==> src/rtl/rx_deserializer_pkg.sv <==
// Shared serial-receive definitions: frame size, default oversampling ratio
// and the deserializer state encoding.
package rx_deserializer_pkg;

    localparam int DATA_BITS            = 8;
    localparam int DEFAULT_SAMPLE_RATIO = 16;

    typedef enum logic {
        COLLECT   = 1'b0,
        STOP_WAIT = 1'b1
    } state_t;

endpackage

==> src/rtl/rx_deserializer_if.sv <==
// Signal bundle between the serial line/sampler side, the deserializer and
// the byte consumer.
interface rx_deserializer_if;

    logic       din;
    logic       sample_sig;
    logic [7:0] data_out;
    logic       data_valid;
    logic       data_ready;
    logic       frame_err;
    logic       overrun;
    logic       busy;

    modport slave (
        input  din, sample_sig, data_ready,
        output data_out, data_valid, frame_err, overrun, busy
    );

    modport master (
        output din, sample_sig, data_ready,
        input  data_out, data_valid, frame_err, overrun, busy
    );

endinterface

==> src/rtl/rx_holding_reg.sv <==
// One-entry output register: commit/accept arbitration, valid flag and
// overrun pulse when an unread byte is replaced.
module rx_holding_reg (
    input  logic       clk,
    input  logic       reset,
    input  logic       i_commit,
    input  logic [7:0] i_data,
    input  logic       i_ready,
    output logic [7:0] o_data,
    output logic       o_valid,
    output logic       o_overrun
);

    logic [7:0] r_data;
    logic       r_valid;
    logic       r_overrun;

    always_ff @(posedge clk) begin
        if (reset) begin
            r_data    <= '0;
            r_valid   <= 1'b0;
            r_overrun <= 1'b0;
        end else begin
            // A commit wins over an accept; it only counts as an overrun
            // when the byte being replaced was not taken this same cycle.
            r_overrun <= i_commit & r_valid & ~i_ready;
            if (i_commit) begin
                r_data  <= i_data;
                r_valid <= 1'b1;
            end else if (r_valid && i_ready) begin
                r_valid <= 1'b0;
            end
        end
    end

    assign o_data    = r_data;
    assign o_valid   = r_valid;
    assign o_overrun = r_overrun;

endmodule

==> src/rtl/rx_deserializer.sv <==
// Serial receive stage: shifts sampler-strobed data bits LSB-first, times and
// checks the stop bit, and hands good bytes to the holding register.
module rx_deserializer
    import rx_deserializer_pkg::*;
#(
    parameter int SAMPLE_RATIO = DEFAULT_SAMPLE_RATIO
) (
    input  logic             sample_clk,
    input  logic             reset,
    rx_deserializer_if.slave bus
);

    localparam logic [2:0] LAST_BIT  = 3'(DATA_BITS - 1);
    localparam logic [3:0] WAIT_LAST = 4'(SAMPLE_RATIO - 1);

    state_t     r_state,    w_state_nxt;
    logic [2:0] r_bit_cnt,  w_bit_cnt_nxt;
    logic [3:0] r_wait_cnt, w_wait_cnt_nxt;
    logic [7:0] r_shreg,    w_shreg_nxt;
    logic       r_frame_err;
    logic       w_stop_sample;
    logic       w_commit;

    always_ff @(posedge sample_clk) begin
        if (reset) begin
            r_state     <= COLLECT;
            r_bit_cnt   <= '0;
            r_wait_cnt  <= '0;
            r_shreg     <= '0;
            r_frame_err <= 1'b0;
        end else begin
            r_state     <= w_state_nxt;
            r_bit_cnt   <= w_bit_cnt_nxt;
            r_wait_cnt  <= w_wait_cnt_nxt;
            r_shreg     <= w_shreg_nxt;
            r_frame_err <= w_stop_sample & ~bus.din;
        end
    end

    always_comb begin
        w_state_nxt    = r_state;
        w_bit_cnt_nxt  = r_bit_cnt;
        w_wait_cnt_nxt = r_wait_cnt;
        w_shreg_nxt    = r_shreg;
        w_stop_sample  = 1'b0;
        unique case (r_state)
            COLLECT: begin
                if (bus.sample_sig) begin
                    w_shreg_nxt = {bus.din, r_shreg[7:1]};
                    if (r_bit_cnt == LAST_BIT) begin
                        w_bit_cnt_nxt  = '0;
                        w_wait_cnt_nxt = '0;
                        w_state_nxt    = STOP_WAIT;
                    end else begin
                        w_bit_cnt_nxt = r_bit_cnt + 3'd1;
                    end
                end
            end
            STOP_WAIT: begin
                // Strobes here are stray and deliberately ignored.
                if (r_wait_cnt == WAIT_LAST) begin
                    w_stop_sample  = 1'b1;
                    w_wait_cnt_nxt = '0;
                    w_state_nxt    = COLLECT;
                end else begin
                    w_wait_cnt_nxt = r_wait_cnt + 4'd1;
                end
            end
        endcase
    end

    assign w_commit = w_stop_sample & bus.din;

    rx_holding_reg u_hold (
        .clk       (sample_clk),
        .reset     (reset),
        .i_commit  (w_commit),
        .i_data    (r_shreg),
        .i_ready   (bus.data_ready),
        .o_data    (bus.data_out),
        .o_valid   (bus.data_valid),
        .o_overrun (bus.overrun)
    );

    assign bus.frame_err = r_frame_err;
    assign bus.busy      = (r_bit_cnt != '0) || (r_state == STOP_WAIT);

endmodule

==> src/flat_wrapper.sv <==
// flat-port wrapper written by rule: the top's interface ports become plain ports
module rx_deserializer_flat import rx_deserializer_pkg::*;
#(
    parameter int SAMPLE_RATIO = DEFAULT_SAMPLE_RATIO
)
  (sample_clk, reset, bus_din, bus_sample_sig, bus_data_ready, bus_data_out, bus_data_valid, bus_frame_err, bus_overrun, bus_busy);
  rx_deserializer_if bus_i ();
  input  logic sample_clk;
  input  logic reset;
  input wire logic [$bits(bus_i.din)-1:0] bus_din;
  input wire logic [$bits(bus_i.sample_sig)-1:0] bus_sample_sig;
  input wire logic [$bits(bus_i.data_ready)-1:0] bus_data_ready;
  output wire logic [$bits(bus_i.data_out)-1:0] bus_data_out;
  output wire logic [$bits(bus_i.data_valid)-1:0] bus_data_valid;
  output wire logic [$bits(bus_i.frame_err)-1:0] bus_frame_err;
  output wire logic [$bits(bus_i.overrun)-1:0] bus_overrun;
  output wire logic [$bits(bus_i.busy)-1:0] bus_busy;
  assign bus_i.din = bus_din;
  assign bus_i.sample_sig = bus_sample_sig;
  assign bus_i.data_ready = bus_data_ready;
  assign bus_data_out = bus_i.data_out;
  assign bus_data_valid = bus_i.data_valid;
  assign bus_frame_err = bus_i.frame_err;
  assign bus_overrun = bus_i.overrun;
  assign bus_busy = bus_i.busy;
  rx_deserializer #(.SAMPLE_RATIO(SAMPLE_RATIO)) u_core (.sample_clk(sample_clk), .reset(reset), .bus(bus_i));
endmodule
==> config.mk <==
export PLATFORM = sky130hd
export DESIGN_NAME = rx_deserializer_flat
export DESIGN_NICKNAME = d
export VERILOG_FILES = /design/src/rtl/rx_deserializer_pkg.sv /design/src/rtl/rx_deserializer_if.sv /design/src/rtl/rx_holding_reg.sv /design/src/rtl/rx_deserializer.sv /design/src/flat_wrapper.sv
export SDC_FILE = /design/constraint.sdc
export NUM_CORES = 1
export LEC_CHECK = 0
export BUFFER_PORTS_ARGS = -buffer_cell sky130_fd_sc_hd__buf_2
export CORE_MARGIN = 4
export CORE_UTILIZATION = 58
export CTS_CLUSTER_DIAMETER = 150
export DETAILED_ROUTE_END_ITERATION = 7
export PLACE_DENSITY = 0.81
export SYNTH_ARGS = -nofsm -noshare
export SYNTH_HDL_FRONTEND = slang
export SYNTH_SLANG_ARGS = --single-unit
export TNS_END_PERCENT = 10
==> constraint.sdc <==
create_clock -name sample_clk -period 3.4 [get_ports sample_clk]
set_input_delay 0.17 -clock sample_clk [delete_from_list [all_inputs] [get_ports sample_clk]]
set_output_delay 0.17 -clock sample_clk [all_outputs]
set_load 0.005 [all_outputs]
### Word-level counts from Yosys, hierarchy flattened

Cells that the tools add are included.

| cells by class | value |
|---|---|
| add/subtract/negate cells | 2 |
| eq/ne operators | 4 |
| muxes and demuxes | 13 |
| bitwise gates (word level) | 7 |
| reduce and logical (&&, ||, !) cells | 6 |

Operators with widths:

| cell | count |
|---|---|
| 4-bit 2-to-1 mux | 3 |
| 4-bit one-hot mux with 2 select lines | 1 |
| 1-bit 2-to-1 mux | 7 |
| 4-bit by 1-bit adder with 4-bit output (second input constant) | 1 |
| 1-bit bitwise AND | 4 |
| 4-bit equality test (second input constant) | 1 |
| 2-bit AND reduction | 2 |
| 3-bit by 1-bit adder with 3-bit output (second input constant) | 1 |
| 3-bit equality test (second input constant) | 1 |
| 3-bit 2-to-1 mux | 1 |
| 1-bit inverter | 3 |
| 3-bit nonzero test | 1 |
| 2-bit by 1-bit != test with 1-bit output (second input constant) | 1 |
| 2-bit != test (second input constant) | 1 |
| 1-bit one-hot mux with 2 select lines | 1 |
| 2-bit nonzero test | 1 |
| 1-bit logical AND | 1 |
| 1-bit logical OR | 1 |

| storage, ports and cells | value |
|---|---|
| register bits after elaboration | 27 |
| input port bits | 5 |
| output and inout bits | 12 |
| word-level logic and storage cells | 40 |

### Depth between registers and ports, before layout

| logic depth | value |
|---|---|
| depth in word-level cells | 6 |
| mapped depth | 5 |

### By module

From an unflattened synthesis, not the netlist that was laid out.

| second synthesis, totals | value |
|---|---|
| cell total of the unflattened synthesis | 124 |
| area, all modules | 1149.9 um^2 |

By module, submodules not included:

| module | times used | cells each | area an instance (um^2) | seq. area each (um^2) |
|---|---|---|---|---|
| rx_deserializer | 1 | 92 | 798.3 | 340.3 |
| rx_holding_reg | 1 | 32 | 351.6 | 200.2 |

### Worst setup path after synthesis

OpenSTA, ideal clock, no wires.

| timing path | value |
|---|---|
| path type | flip-flop to flip-flop |
| start | reg u_core.r_wait_cnt[0] |
| end | reg u_core.u_hold.r_data[0] (netlist: u_core.u_hold.o_data[0]) |
| library setup time | 0.126 ns |
| arrival time | 1.162 ns |
| data required time | 3.274 ns |
| setup slack | 2.112 ns |
| cell stages (with the launch flop) | 6 |
| buffers on the path | 1 |
| cell sequence | dfxtp_1 ha_1 and4_1 and2_1 clkbuf_1 o21ai_0 |

| on the way | value |
|---|---|
| cells in the longest elaborated chain, start to end | 4 |

Ends and longest elaborated chain:

| element | line | source |
|---|---|---|
| from (decl) | rx_deserializer.sv:18 | `logic [3:0] r_wait_cnt, w_wait_cnt_nxt;` |
| from (signal assigned) | rx_deserializer.sv:34 | `r_wait_cnt <= w_wait_cnt_nxt;` |
| 4-bit equality test | rx_deserializer.sv:61 | `if (r_wait_cnt == WAIT_LAST) begin` |
| 1-bit 2-to-1 mux | rx_deserializer.sv:61 |  |
| 1-bit 2-to-1 mux | rx_deserializer.sv:46 | `unique case (r_state)` |
| 1-bit bitwise AND | rx_deserializer.sv:72 | `assign w_commit = w_stop_sample & bus.din;` |
| to (signal assigned) | rx_holding_reg.sv:28 | `r_data <= i_data;` |
| to (decl) | rx_holding_reg.sv:14 | `logic [7:0] r_data;` |

No other way between the ends.
A chain may end at the register's enable or synchronous reset.

### Worst setup path in the final report

| timing path | value |
|---|---|
| start | reg u_core.r_wait_cnt[0] |
| end | reg u_core.u_hold.r_data[5] (netlist: u_core.u_hold.o_data[5]) |

Same word-level chain as after synthesis.

==> flow_metrics.py <==
metrics = {
    "outcome": {
        "status": "finished clean",
    },
    "detailed_routing": {
        "viasPerCell": 5.35,
        "post_drt_wl_per_cell_um": 11.5,
        "final_antenna_net_count": 0,
        "detail_route.wirelength_um": 1910,
        "vias": 882,
        "drt_first_iter_violations": 18,
        "drc": 0,
        "drtPass1Iterations": 4,
    },
    "place": {
        "dpl.cell_count": 161,
        "dp_hpwl_um": 1360,
        "place_congestion": 0.741,
        "placement.io_buffers": 16,
    },
    "clocking": {
        "cell_chosen_for_the_clock_root": "clkbuf_4",
        "cts_tree": "built",
        "numCtsBuffers": 3,
        "clk_path_buf_depth": 2,
        "clkSinkCount": 27,
        "cts_resized": 0,
        "h-tree-depth": 1,
        "clk-insertion-delay-late_ns": 0.31,
        "postCtsHoldBufs": 0,
        "cts.clk_slew.worst_paths_ns": 0.13,
        "cts_setup_buffers": 0,
    },
    "final_layout": {
        "num-nets-final": 150,
        "multi_input_area_um2": 526,
        "layout-drive-gt1-share": 0.143,
        "antennaDiodeCount": 0,
        "fill_cells": 146,
        "regArea_um2": 541,
        "synthesis_to_finish_area_growth_pct": 8.40,
        "final_cells": 165,
    },
    "synthesis": {
        "synth.lib_cells_used.distinct": 23,
        "ys_dominant_reg_cell": "dfxtp_1",
        "yosysWarningCount": 0,
        "per_instance_average_area_after_synthesis_um2": 8.66,
        "yosys-mux-area-fraction": 0.0179,
        "synth_cells": 129,
        "synth_xor_xnor_area_share": 0,
        "netlist_top_cells_area": "dfxtp_1 (48%), nand2_1 (8.4%), a21oi_1 (6.7%)",
        "complex_gate_fraction_of_the_synthesized_area": 0.119,
        "synth.net_count": 138,
        "postSynthRegisterBits": 27,
        "synth_area_leader_cell": "dfxtp_1",
        "portion_of_synthesized_cell_area_occupied_by_the_leading_cell_type": 0.484,
        "synth_top_family_by_area": "simple AND/OR/NAND/NOR gates",
        "post_synth_instance_area_mm2": 0.00112,
        "yosys.area_share.adder": 0.0448,
        "synthArstFlopShare": 0,
        "number_of_synthesized_flops_with_an_enable_pin": 0,
        "synth.yosys.seq_area_share": 0.484,
        "synth-simple-area-share": 0.289,
    },
    "critical_path": {
        "worstPathRequired_ns": 3.60,
        "ordered_cell_list_for_the_critical_path": "ha_1, and4_1, and2_1, o21ai_0",
        "cpPeakStageDelay_ns": 0.43,
        "critical_path_buf_inv_count": 0,
        "worstSetupEndpointType": "flop",
        "critPathArrivalTime_ns": 1.80,
        "cell_with_the_largest_stage_delay_on_the_worst_path": "and4_1",
        "worst_path_dominant_cell_family": "simple AND/OR/NAND/NOR gates",
        "cp-start-kind": "flop",
        "critical_path_class": "reg2reg",
        "critPathMaxFanout": 12,
    },
    "power": {
        "irDropWorstVdd_uv": 254,
        "power_per_cell_area_mw_per_mm2": 396,
        "leakage_power_of_the_design_nw": 0.462,
    },
    "sta": {
        "post-route-min-period_ns": 1.60,
        "report.final.setup_viol": 0,
        "clock-skew-final_ns": 0.00444,
        "worst_pin_slew_ns": 0.499,
        "max_freq_mhz": 626,
        "max_slew_headroom": 0.668,
        "timing.final.crit_share": 0.470,
        "final_hold_violation_count": 0,
        "rsz0062_at_grt": "no",
        "slew_violations": 0,
        "final.setup.tns_ns": 0,
    },
    "worst_hold_path": {
        "holdCritPathClass": "in2reg",
    },
    "grt": {
        "overflow": 0,
        "grt_usage": 0.165,
        "grt_max_degree": 36,
        "grt_pass1_wl_um": 3300,
        "grt_pass1_vias": 765,
        "number_of_antenna_violations_at_the_first_check_in_global_routing": 0,
    },
    "floorplanning": {
        "initial_utilization": 0.627,
        "die-area_mm2": 0.00269,
        "die_w_um": 51.9,
        "pin_count": 17,
        "chipHeight_um": 51.9,
        "placeableCoreArea_mm2": 0.00178,
        "placement_rows": 15,
    },
    "run": {
        "maxCapViolations": 0,
    },
}
==> per-layer routing <==
| layer | GRT usage | part of all wire | vias up |
|---|---|---|---|
| li1 | - | - | 457 |
| met1 | 0.229 | 0.51 | 395 |
| met2 | 0.236 | 0.42 | 28 |
| met3 | 0.0516 | 0.062 | 2 |
| met4 | 0.0655 | 0.0073 | 0 |
| met5 | 0 | 0 | - |
==> worst register-to-register path, stage by stage (launching register included) <==
cell and delay, ns:
dfxtp_1 0.41, ha_1 0.22, and4_1 0.43, and2_1 0.30, o21ai_0 0.13
==> report_power, final <==
| part | total [W] | switching (W) | internal [W] | leakage, nW |
|---|---|---|---|---|
| registers | 0.000323 | 0.00000292 | 0.000320 | 0.218 |
| clock network | 0.000130 | 0.0000845 | 0.0000458 | 0.0150 |
| logic | 0.0000265 | 0.0000161 | 0.0000105 | 0.229 |
==> registers in the layout, summed over array words and instances (netlist names) <==
| name | count |
|---|---|
| u_core.bus.frame_err | 1 |
| u_core.r_bit_cnt | 3 |
| u_core.r_shreg | 8 |
| u_core.r_state | 1 |
| u_core.r_wait_cnt | 4 |
| u_core.u_hold.o_data | 8 |
| u_core.u_hold.o_overrun | 1 |
| u_core.u_hold.o_valid | 1 |
==> stage by stage <==
| stage | hold WS, ns | total power (W) | utilization | setup WS [ns] | cell area [µm²] |
|---|---|---|---|---|---|
| finish | 0.123 | 0.000480 | 0.679 | 1.80 | 1210 |
| global placement | 0.444 | 0.000355 | 0.665 | 1.91 | 1180 |
| detailed placement | 0.464 | 0.000357 | 0.665 | 1.83 | 1180 |
| CTS | 0.120 | 0.000485 | 0.679 | 1.80 | 1210 |
| floorplan | 0.318 | 0.000349 | - | 2.11 | 1120 |
| global route | 0.112 | 0.000509 | 0.679 | 1.66 | 1210 |
==> Yosys cell counts (2+ instances only) <==
library cell,instances
dfxtp_1,27
o21ai_0,10
mux2i_1,2
nor3b_1,2
nor2_1,4
nand2b_1,10
nand2_1,25
nor3_1,2
buf_2,2
nand3b_1,2
inv_1,2
clkbuf_1,6
nand4b_1,8
a21oi_1,15
ha_1,4
==> cell usage in the layout, fill, tap and decap left out <==
cell type,netlist,layout
nand2_2,1,1
and4_1,1,1
nor3_1,2,2
nand2b_1,10,10
and2_1,1,1
o21ai_0,10,10
nand3b_1,2,2
nor2_1,4,4
a211oi_1,1,1
nor2b_1,1,1
mux2i_1,2,2
nand4b_1,8,8
inv_1,2,2
or3_1,1,1
nor3b_1,2,2
buf_2,2,16
dfxtp_1,27,27
ha_1,4,4
clkbuf_4,0,3
a21oi_1,15,15
clkbuf_1,6,1
and2b_1,1,1
nand2_1,25,25
==> logic make-up after synthesis <==
kind of cell,after synthesis
AND/OR/NAND/NOR,59
flip-flops,27
AO/OA/AOI/OAI,26
buffers and inverters,11
adder cells (fa/ha/maj),4
multiplexers,2
==> worst paths after layout <==
path	cells after the start	start	end	slack, ns
hold reg to reg	2	u_core.u_hold.o_data[6]	u_core.u_hold.o_data[6]	0.48
setup reg to reg	4	u_core.r_wait_cnt[0]	u_core.u_hold.o_data[5]	1.80
setup / recovery	4	u_core.r_wait_cnt[0]	u_core.u_hold.o_data[5]	1.80
hold / removal	3	bus_data_ready	u_core.u_hold.o_overrun	0.12
==> final cells by class <==
| class | instances | area share |
|---|---|---|
| sequential | 27 | 0.446 |
| multi-input combinational | 91 | 0.434 |
| timing repair buffer | 16 | 0.0661 |
| tap | 25 | 0.0258 |
| clock buffer | 4 | 0.0217 |
| inverter | 2 | 0.00620 |
Power figures use the tool's default switching activity.
